$ cat config.mk
export PLATFORM = sky130hd
export DESIGN_NAME = mem_phase_ctrl
export DESIGN_NICKNAME = d
export VERILOG_FILES = /design/src/rtl/mem_phase_ctrl.sv
export SDC_FILE = /design/constraint.sdc
export NUM_CORES = 1
export LEC_CHECK = 0
export CAP_MARGIN = 20
export CORE_MARGIN = 1.5
export CORE_UTILIZATION = 45
export CTS_BUF_LIST = sky130_fd_sc_hd__clkbuf_16
export DETAILED_ROUTE_END_ITERATION = 8
export PLACE_DENSITY = 0.77
export SYNTH_ARGS = -nofsm -noshare
export SYNTH_HDL_FRONTEND = slang
export SYNTH_SLANG_ARGS = --single-unit
$ cat constraint.sdc
create_clock -name Clk -period 1.7 [get_ports Clk]
set_input_delay 0.255 -clock Clk [delete_from_list [all_inputs] [get_ports Clk]]
set_output_delay 0.255 -clock Clk [all_outputs]
set_load 0.03 [all_outputs]
$ cat src/rtl/mem_phase_ctrl.sv
`timescale 1ns/1ps
// mem_phase_ctrl: LOAD/RUN/SHOW sequencer and data-memory port arbiter for the sorting CPU.
// Optional RUN watchdog enabled by defining MEM_PHASE_CTRL_WATCHDOG_EN.
module mem_phase_ctrl #(
  parameter int DEPTH = 10,
  parameter int DATA_W = 16,
  parameter int ADDR_W = 4,
  parameter int SHOW_HOLD = 50_000_000,
  parameter int WDOG_LIMIT = 1_000_000
) (
  input  logic              Clk,
  input  logic              Clr,
  input  logic              btn_pulse,
  input  logic [DATA_W-1:0] sw_data,
  input  logic              cpu_halt,
  input  logic              cpu_mem_we,
  input  logic [ADDR_W-1:0] cpu_mem_waddr,
  input  logic [DATA_W-1:0] cpu_mem_wdata,
  input  logic [ADDR_W-1:0] cpu_mem_raddr,
  output logic              mem_we,
  output logic [ADDR_W-1:0] mem_waddr,
  output logic [DATA_W-1:0] mem_wdata,
  output logic [ADDR_W-1:0] mem_raddr,
  output logic              cpu_run,
  output logic              over,
  output logic              sortover,
  output logic [DEPTH-1:0]  led,
  output logic              timeout
);
  typedef enum logic [1:0] {LOAD, RUN, SHOW} phase_t;
  localparam int HW = SHOW_HOLD > 1 ? $clog2(SHOW_HOLD) : 1;
  localparam logic [ADDR_W-1:0] LAST = ADDR_W'(DEPTH - 1);
  phase_t state, state_n;
  logic [ADDR_W-1:0] load_cnt, show_idx, ld_addr;
  logic [DATA_W-1:0] ld_data;
  logic [HW-1:0] hold_cnt;
  logic ld_we, accept, hold_done, wdog_fire;
  assign accept = state == LOAD && btn_pulse;
  assign hold_done = hold_cnt == HW'(SHOW_HOLD - 1);
  always_comb begin
    state_n = (accept && load_cnt == LAST) ? RUN :
              (state == RUN && (cpu_halt || wdog_fire)) ? SHOW : state;
  end
  always_ff @(posedge Clk) begin
    if (Clr) begin
      state <= LOAD;
      load_cnt <= '0;
      show_idx <= '0;
      hold_cnt <= '0;
      ld_we <= 1'b0;
      ld_addr <= '0;
      ld_data <= '0;
    end else begin
      state <= state_n;
      ld_we <= accept;
      if (accept) begin
        ld_addr <= load_cnt;
        ld_data <= sw_data;
        if (load_cnt != LAST) load_cnt <= load_cnt + 1'b1;
      end
      if (state == SHOW) begin
        hold_cnt <= hold_done ? '0 : hold_cnt + 1'b1;
        if (hold_done) show_idx <= show_idx == LAST ? '0 : show_idx + 1'b1;
      end
    end
  end
  // The final load write lands in the first RUN cycle; the pipeline cannot reach MEM that early.
  always_comb begin
    mem_we = ld_we ? 1'b1 : (state == RUN && cpu_mem_we);
    mem_waddr = ld_we ? ld_addr : state == RUN ? cpu_mem_waddr : '0;
    mem_wdata = ld_we ? ld_data : state == RUN ? cpu_mem_wdata : '0;
    mem_raddr = state == RUN ? cpu_mem_raddr : state == SHOW ? show_idx : '0;
    cpu_run = state == RUN;
    over = state != LOAD;
    sortover = state == SHOW;
    led = state == LOAD ? DEPTH'(1) << (LAST - load_cnt) :
          state == SHOW ? DEPTH'(1) << (LAST - show_idx) : '0;
  end
`ifdef MEM_PHASE_CTRL_WATCHDOG_EN
  localparam int WW = $clog2(WDOG_LIMIT + 1);
  logic [WW-1:0] wdog_cnt;
  logic timeout_q;
  assign wdog_fire = state == RUN && wdog_cnt == WW'(WDOG_LIMIT - 1);
  always_ff @(posedge Clk) begin
    if (Clr) begin
      wdog_cnt <= '0;
      timeout_q <= 1'b0;
    end else begin
      wdog_cnt <= state == RUN ? wdog_cnt + 1'b1 : '0;
      if (wdog_fire && !cpu_halt) timeout_q <= 1'b1;
    end
  end
  assign timeout = timeout_q;
`else
  assign wdog_fire = 1'b0;
  assign timeout = WDOG_LIMIT < 0;
`endif
endmodule

==> results by group <==
Timing
  – Max-slew violations: 0
  – Clk_skew: 0.005263 ns
  – Fin crit period: 1.984 ns
  – Worst setup margin: -0.2837 ns
  – Final worst-path cycle share: 116.7%
  – RSZ-0062 raised after global routing: yes
  – Hold Fails Final Rpt: 0
  – Final setup fails: 37
  – Fmax: 0.5041 GHz

Logic synthesis
  – #FFs+latches synth: 57
  – Net Count, Synth: 500
  – Ys Warns: 0
  – EDFF count, synth: 0
  – Synthesized cell area: 0.003352 mm2
  – Post-synthesis async set-or-reset flop share: 0%
  – Ys flop type: dfxtp_1
  – Gate Count Post-Synth: 441
  – Register area share after synthesis: 34.04%
  – Netlist cell types: 52
  – Mean Syn Cell Area: 7.601 um2

Floorplan
  – Die ar.: 0.007975 mm2
  – Core area: 0.007214 mm2
  – Rows: 31
  – Initial Utilization: 46.46%
  – Ports: 84
  – Die Wd: 89.31 um
  – Die height: 89.31 um

Power and ir drop
  – Leak: 2.446 nW
  – Sw frac: 24.87%
  – VDD IR max: 0.4909 mV
  – Power per standard cell area: 621.9 mW/mm2
  – Clock power frac: 48.3%
  – PnR Total Power: 3.578 mW
  – Internal power: 2.689 mW
  – Sw power: 0.8898 mW
  – Sequential share of power: 38.7%
  – Combinational power share: 13.0%

Hold path
  – Hold Path Class: flip-flop to flip-flop
  – Hold wc startpoint: ld_data[7]
  – Hold depth: 2
  – Worst hold path endpoint: ld_data[7]

Placement
  – Setup slack at placement: -0.009796 ns
  – PortBufs: 82
  – GP Congestion: 0.8693
  – Detailed Place HPWL: 6.901 mm

Layout
  – Area grow syn2layout: 71.67%
  – Diode count: 0
  – Most frequent cells in the layout: nand2_1, buf_4, buf_6, dfxtp_1, clkdlybuf4s50_1
  – Fill cells: 407
  – Layout cells sized above 1: 40.58%
  – Most common cell after layout, fill and taps aside: nand2_1
  – Nets: 644

Detailed routing
  – Drt total wl: 12.70 mm
  – Number of DRC markers in iteration 0: 264
  – Antenna-violating nets left: 0
  – DR WL/cell: 18.47 um
  – DRT Pass-1 Iters: 6
  – DR DRC count: 0
  – DR vias/cell: 5.895
  – Vias: 4,056

Clock tree
  – Clk sinks: 57
  – Clk buf depth: 2
  – CTS tree: done
  – Root buffer cell: clkbuf_16
  – Skew-Pair Late Insertion Delay: 0.33 ns
  – Clock Pin Slew Worst Setup and Hold Paths: 0.05 ns
  – CTS Hold Bufs: 0
  – Num CTS Buffers: 9
  – H-Tree Depth: 3

Global routing
  – Grt met3 use: 5.263%
  – Routing usage on met2: 50.58%
  – Met1 GRT Util: 37.87%
  – Most used routing layer: met2
  – Largest net degree at the start of global routing: 42
  – First-pass GRT wire length: 18.38 mm
  – Initial antenna violation count: 0
  – Total track usage: 29.99%
  – Vias in the first global route: 3,779
  – Overflow after GRT: 0

Worst setup path
  – RR Endpoint: show_idx[2]
  – Worst R2R Path Depth: 6
  – CP arrival: 1.73 ns
  – Setup crit start kind: flip-flop
  – WS Path Type: flip-flop to output pin
  – Worst EP required: 1.44 ns
  – Critical R2R Launch: hold_cnt[0]
  – Reg2Reg Setup Slack: -0.03 ns
  – Crit path max fanout: 4
  – CP endpoint kind: output pin

Run
  – MaxCap Viol Count: 0

Run status
  – Outcome: complete, but fails checks
  – Failing checks: setup timing
[worst max path at each step]
stage	to	start
2_1_floorplan	mem_wdata[11]	state[0]
3_3_place_gp	show_idx[0]	hold_cnt[9]
3_5_place_dp	show_idx[0]	hold_cnt[9]
4_1_cts	led[0]	show_idx[2]
5_1_grt	led[9]	show_idx[2]
6_report	led[3]	show_idx[2]
[cell type report]
| class | instances | area (um2) | area share [%] |
|---|---|---|---|
| Multi-Input combinational cell | 342 | 2554 | 44.38 |
| Timing Repair Buffer | 164 | 1600 | 27.81 |
| Sequential cell | 57 | 1159 | 20.13 |
| Clock buffer | 9 | 225.2 | 3.914 |
| Tap cell | 99 | 123.9 | 2.153 |
| Clock inverter | 6 | 51.30 | 0.8915 |
| Inverter | 11 | 41.29 | 0.7175 |
[layer usage]
layer,share of wire (%),wire (um)
met1,40,5082
met2,50,6388
met3,6.1,777
met4,3.6,456
met5,0,0
[registers in the layout, indices dropped and copies added (netlist names)]
| signal | count |
|---|---|
| state | 2 |
| ld_we | 1 |
| ld_addr | 4 |
| show_idx | 4 |
| ld_data | 16 |
| hold_cnt | 26 |
| load_cnt | 4 |
[cell families after synthesis]
logic type	share of synthesized area (%)
other cells	0.1119
buf+inv	6.121
flops	34.04
fa+ha+maj	5.226
compound gates	19.30
simple gates	31.77
mux	0.2986
xor+xnor	3.135
[worst max-delay path, cell delays in order (launching register included)]
cell and delay (ns):
dfxtp_2 0.34, inv_2 0.06, ha_4 0.17, xnor2_4 0.17, nor2b_4 0.24, a32oi_2 0.13
nor2_2 0.15, buf_6 0.14
[stage by stage]
| step | util [%] | std cells | area, um2 | hold WS (ns) | setup TNS (ns) |
|---|---|---|---|---|---|
| CTS | 75.72 | 676 | 5463 | 0.4536 | -4.298 |
| global route | 79.76 | 688 | 5754 | 0.4759 | -7.044 |
| detailed placement | 65.00 | 645 | 4690 | 0.4467 | -0.01837 |
| finish | 79.76 | 688 | 5754 | 0.4574 | -5.301 |
| global placement | 65.00 | 645 | 4690 | 0.4432 | 0 |
| floorplan | - | 441 | 3567 | 0.3910 | -0.2846 |
[power by group through the flow]
stage	Clock, mW	Sequential (mW)	Combinational (mW)
2_1_floorplan	0	1.41	0.200
5_1_grt	1.79	1.39	0.493
3_5_place_dp	0	1.41	0.392
6_report	1.73	1.38	0.467
4_1_cts	1.71	1.38	0.430
3_3_place_gp	0	1.41	0.385
[Yosys cell counts, types with 3 or more instances]
master / number / area [um2]
nor2_1: 32 / 120.1
and4_1: 4 / 35.03
dfxtp_1: 57 / 1141
and4b_1: 3 / 30.03
ha_1: 14 / 175.2
or4_1: 5 / 37.54
nand3_1: 13 / 65.06
a21oi_1: 36 / 180.2
nor2b_1: 8 / 50.05
nor4_1: 4 / 25.02
buf_4: 3 / 22.52
clkbuf_1: 18 / 67.56
buf_6: 3 / 33.78
o31ai_1: 9 / 67.56
xnor2_1: 5 / 43.79
or4_4: 3 / 33.78
o21ai_0: 28 / 140.1
nand3b_1: 3 / 22.52
buf_2: 7 / 35.03
a32oi_1: 10 / 87.58
and2_1: 3 / 18.77
nand2_1: 96 / 360.4
nand4_1: 13 / 81.33
or3_1: 8 / 50.05
and3b_1: 3 / 26.28
a21oi_2: 3 / 26.28
xor2_1: 7 / 61.31
inv_1: 11 / 41.29
a22o_1: 4 / 35.03
[timing repair]
item,4_1_cts,5_1_grt
resized for setup,90,56
pin swaps,25,29
gates cloned,4,1
setup buffers,13,13
setup endpoints to repair,41,65
(Power assumes the default switching activity.)
